[src/rtl/div_iter_unit.sv]
// Multi-cycle radix-2 restoring divider for DIV/DIVU in the E stage.
// Produces one quotient bit per cycle from operand magnitudes. The sign fixup
// is applied when the result is registered on entry to DONE, so div_hiE and
// div_loE are already valid while div_readyE is high.
module div_iter_unit #(
   parameter int unsigned WIDTH = 32
) (
   input  logic             clk,
   input  logic             rst,
   input  logic             div_startE,
   input  logic             div_signedE,
   input  logic [WIDTH-1:0] srcaE,
   input  logic [WIDTH-1:0] srcbE,
   input  logic             div_cancel,
   output logic             stall_divE,
   output logic             div_readyE,
   output logic [WIDTH-1:0] div_hiE,
   output logic [WIDTH-1:0] div_loE
);

   localparam int unsigned CW = $clog2(WIDTH);

   typedef enum logic [1:0] {StIdle, StBusy, StDone} state_e;

   state_e           state_q;
   logic [CW-1:0]    count_q;
   logic [WIDTH-1:0] rem_q;      // partial remainder (always < divisor)
   logic [WIDTH-1:0] quo_q;      // dividend bits shift out, quotient bits shift in
   logic [WIDTH-1:0] dvs_q;      // divisor magnitude
   logic             neg_quo_q;
   logic             neg_rem_q;

   logic             a_neg, b_neg;
   logic [WIDTH-1:0] a_mag, b_mag;
   logic [WIDTH:0]   shifted, trial;
   logic [WIDTH-1:0] rem_next, quo_next, quo_fix, rem_fix;

   // Operand magnitudes and one restoring shift/trial-subtract step
   always_comb begin
      a_neg    = div_signedE & srcaE[WIDTH-1];
      b_neg    = div_signedE & srcbE[WIDTH-1];
      a_mag    = a_neg ? -srcaE : srcaE;
      b_mag    = b_neg ? -srcbE : srcbE;
      shifted  = {rem_q, quo_q[WIDTH-1]};
      trial    = shifted - {1'b0, dvs_q};
      // Borrow out of the (WIDTH+1)-bit trial means the divisor did not fit
      rem_next = trial[WIDTH] ? shifted[WIDTH-1:0] : trial[WIDTH-1:0];
      quo_next = {quo_q[WIDTH-2:0], ~trial[WIDTH]};
      quo_fix  = neg_quo_q ? -quo_next : quo_next;
      rem_fix  = neg_rem_q ? -rem_next : rem_next;
   end

   // Freeze F/D/E while a division is being accepted or iterating; a flush wins
   assign stall_divE = ~div_cancel &
                       (((state_q == StIdle) & div_startE) | (state_q == StBusy));

   // Divider FSM with registered results and ready pulse
   always_ff @(posedge clk) begin
      if (rst) begin
         state_q    <= StIdle;
         count_q    <= '0;
         rem_q      <= '0;
         quo_q      <= '0;
         dvs_q      <= '0;
         neg_quo_q  <= 1'b0;
         neg_rem_q  <= 1'b0;
         div_readyE <= 1'b0;
         div_hiE    <= '0;
         div_loE    <= '0;
      end else if (div_cancel) begin
         state_q    <= StIdle;
         count_q    <= '0;
         div_readyE <= 1'b0;
      end else begin
         case (state_q)
            StIdle: begin
               div_readyE <= 1'b0;
               if (div_startE) begin
                  if (srcbE == '0) begin
                     // Divide by zero: no iteration, raw dividend as remainder
                     state_q    <= StDone;
                     div_loE    <= '1;
                     div_hiE    <= srcaE;
                     div_readyE <= 1'b1;
                  end else begin
                     state_q   <= StBusy;
                     count_q   <= '0;
                     rem_q     <= '0;
                     quo_q     <= a_mag;
                     dvs_q     <= b_mag;
                     neg_quo_q <= a_neg ^ b_neg;
                     neg_rem_q <= a_neg;
                  end
               end
            end
            StBusy: begin
               rem_q   <= rem_next;
               quo_q   <= quo_next;
               count_q <= count_q + 1'b1;
               if (count_q == CW'(WIDTH - 1)) begin
                  state_q    <= StDone;
                  count_q    <= '0;
                  div_loE    <= quo_fix;
                  div_hiE    <= rem_fix;
                  div_readyE <= 1'b1;
               end
            end
            StDone: begin
               // A start still asserted here belongs to the finishing DIV
               state_q    <= StIdle;
               div_readyE <= 1'b0;
            end
            default: begin
               state_q    <= StIdle;
               div_readyE <= 1'b0;
            end
         endcase
      end
   end

endmodule

[config.mk]
export PLATFORM = sky130hd
export DESIGN_NAME = div_iter_unit
export DESIGN_NICKNAME = d
export VERILOG_FILES = /design/src/rtl/div_iter_unit.sv
export SDC_FILE = /design/constraint.sdc
export NUM_CORES = 1
export LEC_CHECK = 0
export BUFFER_PORTS_ARGS = -buffer_cell sky130_fd_sc_hd__buf_2
export CORE_ASPECT_RATIO = 1.2
export CORE_MARGIN = 5
export CORE_UTILIZATION = 55
export DETAILED_ROUTE_END_ITERATION = 8
export PLACE_DENSITY = 0.76
export SLEW_MARGIN = 0
export SYNTH_ARGS = -nofsm -noshare
export SYNTH_HDL_FRONTEND = slang
export SYNTH_SLANG_ARGS = --single-unit
[constraint.sdc]
create_clock -name clk -period 8 [get_ports clk]
set_clock_uncertainty 0.05 [all_clocks]
set_input_delay 1.6 -clock clk [delete_from_list [all_inputs] [get_ports clk]]
set_output_delay 1.6 -clock clk [all_outputs]
set_load 0.01 [all_outputs]
After elaboration in Yosys (flattened, before gate mapping)
Cells that the tools add are included.
{ "totals": {"register_bits": 170, "out_inout_bits": 66} }
{ "op_classes": {"n_addsub": 6, "n_eq_ne": 6, "n_mux": 31, "bitwise": 9, "reduce_logical": 9} }
{ "op_table": {"columns": ["cell", "count"], "rows": [
  ["32-bit two-way mux", 15],
  ["32-bit case mux with 2 select lines", 4],
  ["32-bit negation", 4],
  ["33-bit by 32-bit subtractor with 33-bit output", 1],
  ["32-bit zero test", 1],
  ["5-bit two-way mux", 3],
  ["5-bit case mux with 2 select lines", 1],
  ["4-bit AND reduction", 2],
  ["2-bit two-way mux", 3],
  ["5-bit by 1-bit adder with 5-bit output (second input constant)", 1],
  ["5-bit equality test (second input constant)", 1],
  ["5-bit AND reduction", 1],
  ["1-bit AND", 4],
  ["2-bit by 1-bit inequality test with 1-bit output (second input constant)", 2],
  ["2-bit inequality test (second input constant)", 2],
  ["2-bit case mux with 2 select lines", 1],
  ["1-bit two-way mux", 3],
  ["1-bit inverter", 3],
  ["3-bit AND reduction", 1],
  ["2-bit by 1-bit equality test with 1-bit output (second input constant)", 1],
  ["2-bit zero test", 1],
  ["1-bit case mux with 2 select lines", 1],
  ["2-bit AND reduction", 1],
  ["2-bit nonzero test", 1],
  ["other kinds (3)", 3]
]} }

Logic depth before layout (Yosys ltp)
{ "logic_depth": {"word_depth": 6, "ltp_mapped": 23, "mapped_depth_nobuf": 21} }

Worst setup path after synthesis
Ideal clock, no wire load.
{ "synth_path": {"path_kind": "reg-to-reg", "startpoint": "register quo_q[31]", "endpoint": "register div_hiE[20]", "setup_time_ns": 0.070, "arrival_time_ns": 4.664, "slack_ns": 3.216, "stages_incl_launch_ff": 24, "path_buffers": 2, "period_less_slack_ns": 4.784, "path_cell_list": "dfxtp_1 -> inv_1 -> ha_1 -> inv_1 -> fa_1 -> a211oi_2 -> o211ai_1 -> a21oi_2 -> a211oi_2 -> nor3_2 -> nor2_2 -> inv_2 -> buf_2 -> clkbuf_1 -> nor2_1 -> a21oi_1 -> ha_1 -> inv_1 -> or3_1 -> mux2_2 -> o41ai_1 -> xnor2_1 -> nand2_1 -> a21oi_1"} }
{ "synth_via": {"elab_chain_cells": 6} }
{ "synth_lines": {"columns": ["element", "line_no", "rtl"], "rows": [
  ["start: declaration", "28", "logic [WIDTH-1:0] quo_q;"],
  ["start signal: assignment", "89", "quo_q <= a_mag;"],
  ["start signal: assignment", "98", "quo_q <= quo_next;"],
  ["33-bit by 32-bit subtractor with 33-bit output", "45", "trial = shifted - {1'b0, dvs_q};"],
  ["32-bit two-way mux *", "47", "rem_next = trial[WIDTH] ? shifted[WIDTH-1:0] : trial[WIDTH-1:0];"],
  ["32-bit negation", "50", "rem_fix = neg_rem_q ? -rem_next : rem_next;"],
  ["32-bit two-way mux *", "50", null],
  ["32-bit two-way mux *", "100", "if (count_q == CW'(WIDTH - 1)) begin"],
  ["32-bit case mux with 2 select lines *", "75", "case (state_q)"],
  ["end signal: assignment", "83", "div_hiE <= srcaE;"],
  ["end signal: assignment", "104", "div_hiE <= rem_fix;"],
  ["end: declaration", "17", "output logic [WIDTH-1:0] div_hiE,"]
]} }
Mark *: on every way between the ends. The rest lies on a longest branch, timed or not. The select of a mux whose other input is x is not followed.
A chain may end at the register's enable or synchronous reset.

Worst setup path after layout
{ "layout_path": {"startpoint": "register rem_q[24]", "endpoint": "register div_hiE[28]"} }
{ "layout_via": {"elab_chain_cells": 6} }
{ "layout_lines": {"columns": ["element", "line_no", "rtl"], "rows": [
  ["start: declaration", "27", "logic [WIDTH-1:0] rem_q;"],
  ["start signal: assignment", "97", "rem_q <= rem_next;"],
  ["33-bit by 32-bit subtractor with 33-bit output", "45", null],
  ["32-bit two-way mux *", "47", null],
  ["32-bit negation", "50", null],
  ["32-bit two-way mux *", "50", null],
  ["32-bit two-way mux *", "100", null],
  ["32-bit case mux with 2 select lines *", "75", null]
]} }
Marks and branches as above.

==> run_results.csv <==
group,metric,value,unit
critical_path,required,8.31,ns
floorplanning,rows,59,
synthesis,yosys.cell_count.top_type,"nor2_1",
routing,wl,36390,µm
synthesis,yosysTopAreaCell,"dfxtp_1",
pwr,power_frac_seq,40.8,%
timing,period_minus_slack,5.564,ns
clock_tree,h-tree-depth,4,
place,pre_cts_ws,2.516,ns
routing,dr.pass1.iters,5,
synthesis,async_flop_share,0,%
critical_path,start_kind,"register",
floorplanning,core-area,0.02170,mm²
routing,vias,12100,
final_layout,syn_to_final_growth,9.837,%
timing,setup_violations,0,
timing,finalMaxSlewViolations,0,
place,dp_hpwl,27050,µm
critical_path,critPathTopFamily,"simple AND/OR/NAND/NOR gates",
synthesis,syn_avg_cell_area,7.532,µm²
routing,drc,0,
pwr,peakVddDrop,0.1411,mV
timing,setup_ws,2.436,ns
grt,grt_pass1_vias,10950,
clock_tree,cts.path.max_buffers,2,
synthesis,ys_ff_latch,170,
final_layout,nets,1771,
synthesis,synthesis.area,0.01210,mm²
floorplanning,fp.dieH,172.5,µm
floorplanning,start_util,55.74,%
floorplanning,fp.dieW,145.4,µm
synthesis,synth_top_area_share,28.13,%
routing,final_antenna_net_count,0,
grt,gr-usage-all-layers,27.94,%
pwr,cellPowerDensity,164.3,mW/mm²
synthesis,synth_commonest_cells,"nor2_1 (231), dfxtp_1 (170), nand2_1 (143)",
pwr,sw_frac_of_total,33.56,%
clock_tree,cts_hold_buf,0,
timing,finalSetupTns,0,ns
pwr,leakagePower,5.367,nW
critical_path,critPathArrivalTime,5.88,ns
critical_path,crit_type,"register to register",
worst_hold_path,hp-class,"register to register",
floorplanning,ios,135,
clock_tree,cts_buffers,17,
timing,rsz0062_at_grt,"no",
synthesis,yosys_warnings,0,
grt,grt_max_degree,98,
timing,min_period_over_period,69.55,%
pwr,p_int,1.451,mW
routing,wl_per_cell,18.66,µm
clock_tree,clkSlewWorstSetupHoldPaths,0.08,ns
clock_tree,root_buffer,"clkbuf_16",
pwr,clkPwrFrac,37.7,%
synthesis,yosys_most_used_dff,"dfxtp_1",
floorplanning,die_area,0.02507,mm²
critical_path,path_cells,"ha_1 > nand4_1 > nor4_1 > inv_1 > a211o_1 > a21oi_2 > nor2_4 > inv_2 > buf_4 > nor2_1 > a21oi_1 > ha_1 > inv_1 > or3_1 > mux2_2 > nor3_2 > a31oi_1 > xor2_1 > o22ai_1",
synthesis,synth_edf_count,0,
pwr,p_sw,0.7327,mW
clock_tree,cts_tree,"done",
timing,slew_headroom,31.56,%
timing,hold_viol_final,0,
status,status,"finished, final reports clean",
critical_path,critPathCaptureType,"register",
routing,first_iter_violations,929,
synthesis,synth.distinct_cells,86,
synthesis,synth.top_cells.by_area,"dfxtp_1 (28%), nor2_1 (7.2%), a21oi_1 (5.2%), xnor2_1 (5.0%), xor2_1 (4.6%)",
place,io_buffers,134,
critical_path,critPathMaxFanout,43,
critical_path,max_stage_delay,0.56,ns
timing,tightest_slew,1.027,ns
pwr,pwr-share-comb,21.5,%
place,place.gp.congestion,0.9525,
final_layout,drive_gt1_share,13.91,%
synthesis,synthCells,1606,
clock_tree,cts_resized,0,
clock_tree,clock-sinks,170,
routing,via_per_inst,6.206,
grt,grt_pass1_wl,57470,µm
clock_tree,cts_setup_buffers,0,
critical_path,cp_num_buf_inv,4,
grt,antenna_found_initial,0,
timing,max_freq,179.7,MHz
critical_path,critPathSlowestCell,"nor4_1",
run,drv_cap,0,
grt,overflow,0,
synthesis,syn-num-nets,1714,
synthesis,ys_seq_area_share,28.13,%
clock_tree,clk_latency,0.44,ns
## cell usage in the layout (no fill, tap or decap), drive strengths merged, types with 64 or more instances in the layout
cell type  instances
a211oi            76
a21oi            130
buf              148
dfxtp            170
inv               66
nand2            144
nor2             234
o21ai             97
xnor2             69
xor2              64
## tightest hold or removal path: cells and delay by family (launching register included)
kind | cells | cell delay [ns]
AOI/OAI and AO/OA | 1 | 0.05
DFF | 1 | 0.31
and+or+nand+nor | 1 | 0.05
## routing by layer
| metal | up-vias | GRT usage [%] | share of wire, % |
|---|---|---|---|
| met4 | 0 | 13.27 | 4.6 |
| met1 | 5588 | 35.47 | 43 |
| met2 | 464 | 47.13 | 46 |
| met3 | 99 | 4.010 | 6.6 |
| met5 | - | 0 | 0 |
| li1 | 5951 | - | - |
## power groups by stage
| stage | sequential, mW | clock (mW) | combinational (mW) |
|---|---|---|---|
| 2_1_floorplan | 0.901 | 0 | 0.339 |
| 3_3_place_gp | 0.909 | 0 | 0.454 |
| 3_5_place_dp | 0.910 | 0 | 0.460 |
| 4_1_cts | 0.890 | 0.830 | 0.462 |
| 5_1_grt | 0.893 | 0.865 | 0.515 |
| 6_report | 0.891 | 0.824 | 0.469 |
## through the flow
stage	hold WS [ns]	util [%]	area (µm²)	cells	power [mW]
6_report	0.4065	61.22	13290	1950	2.183
5_1_grt	0.4222	61.21	13280	1949	2.274
4_1_cts	0.4070	61.21	13280	1949	2.182
3_5_place_dp	0.3969	58.56	12710	1918	1.370
3_3_place_gp	0.3883	58.56	12710	1918	1.363
2_1_floorplan	0.3795	-	12100	1606	1.240
## area by class of cell
cell class / instances / area, µm²
fillers: 2046 / 8417
multi-input cells: 1269 / 7959
flip-flops and latches: 170 / 3403
repair buffers: 148 / 790.8
clock buffers: 17 / 425.4
well taps: 274 / 342.8
inverters: 57 / 214.0
clock inverters: 14 / 148.9
diodes: 1 / 2.502
## worst paths after layout
check / startpoint / to / slack, ns / depth (start not counted)
worst max-delay path: rem_q[24]$_SDFFE_PP0P_ / div_hiE[28]$_SDFFE_PP0P_ / 2.44 / 19
worst min-delay path: dvs_q[31]$_SDFFE_PP0P_ / dvs_q[31]$_SDFFE_PP0P_ / 0.41 / 2
worst max register to register: rem_q[24]$_SDFFE_PP0P_ / div_hiE[28]$_SDFFE_PP0P_ / 2.44 / 19
worst min register to register: dvs_q[31]$_SDFFE_PP0P_ / dvs_q[31]$_SDFFE_PP0P_ / 0.41 / 2
## logic make-up after synthesis
kind of cell,after synthesis,share of synthesized area [%]
muxes,22,1.955
and+or+nand+nor,566,21.68
xor gates and xnor gates,133,9.630
AOI/OAI and AO/OA,509,28.04
DFF,170,28.13
adders and majority gates,39,4.096
buffers and inverters,167,6.464
## flip-flops by register name, summed over array words and instances, names as in the netlist
register / cells
count_q: 5
div_hiE: 32
div_loE: 32
div_readyE: 1
dvs_q: 32
neg_quo_q: 1
neg_rem_q: 1
quo_q: 32
rem_q: 32
state_q: 2
No activity file was read; power rests on OpenSTA's default activity.
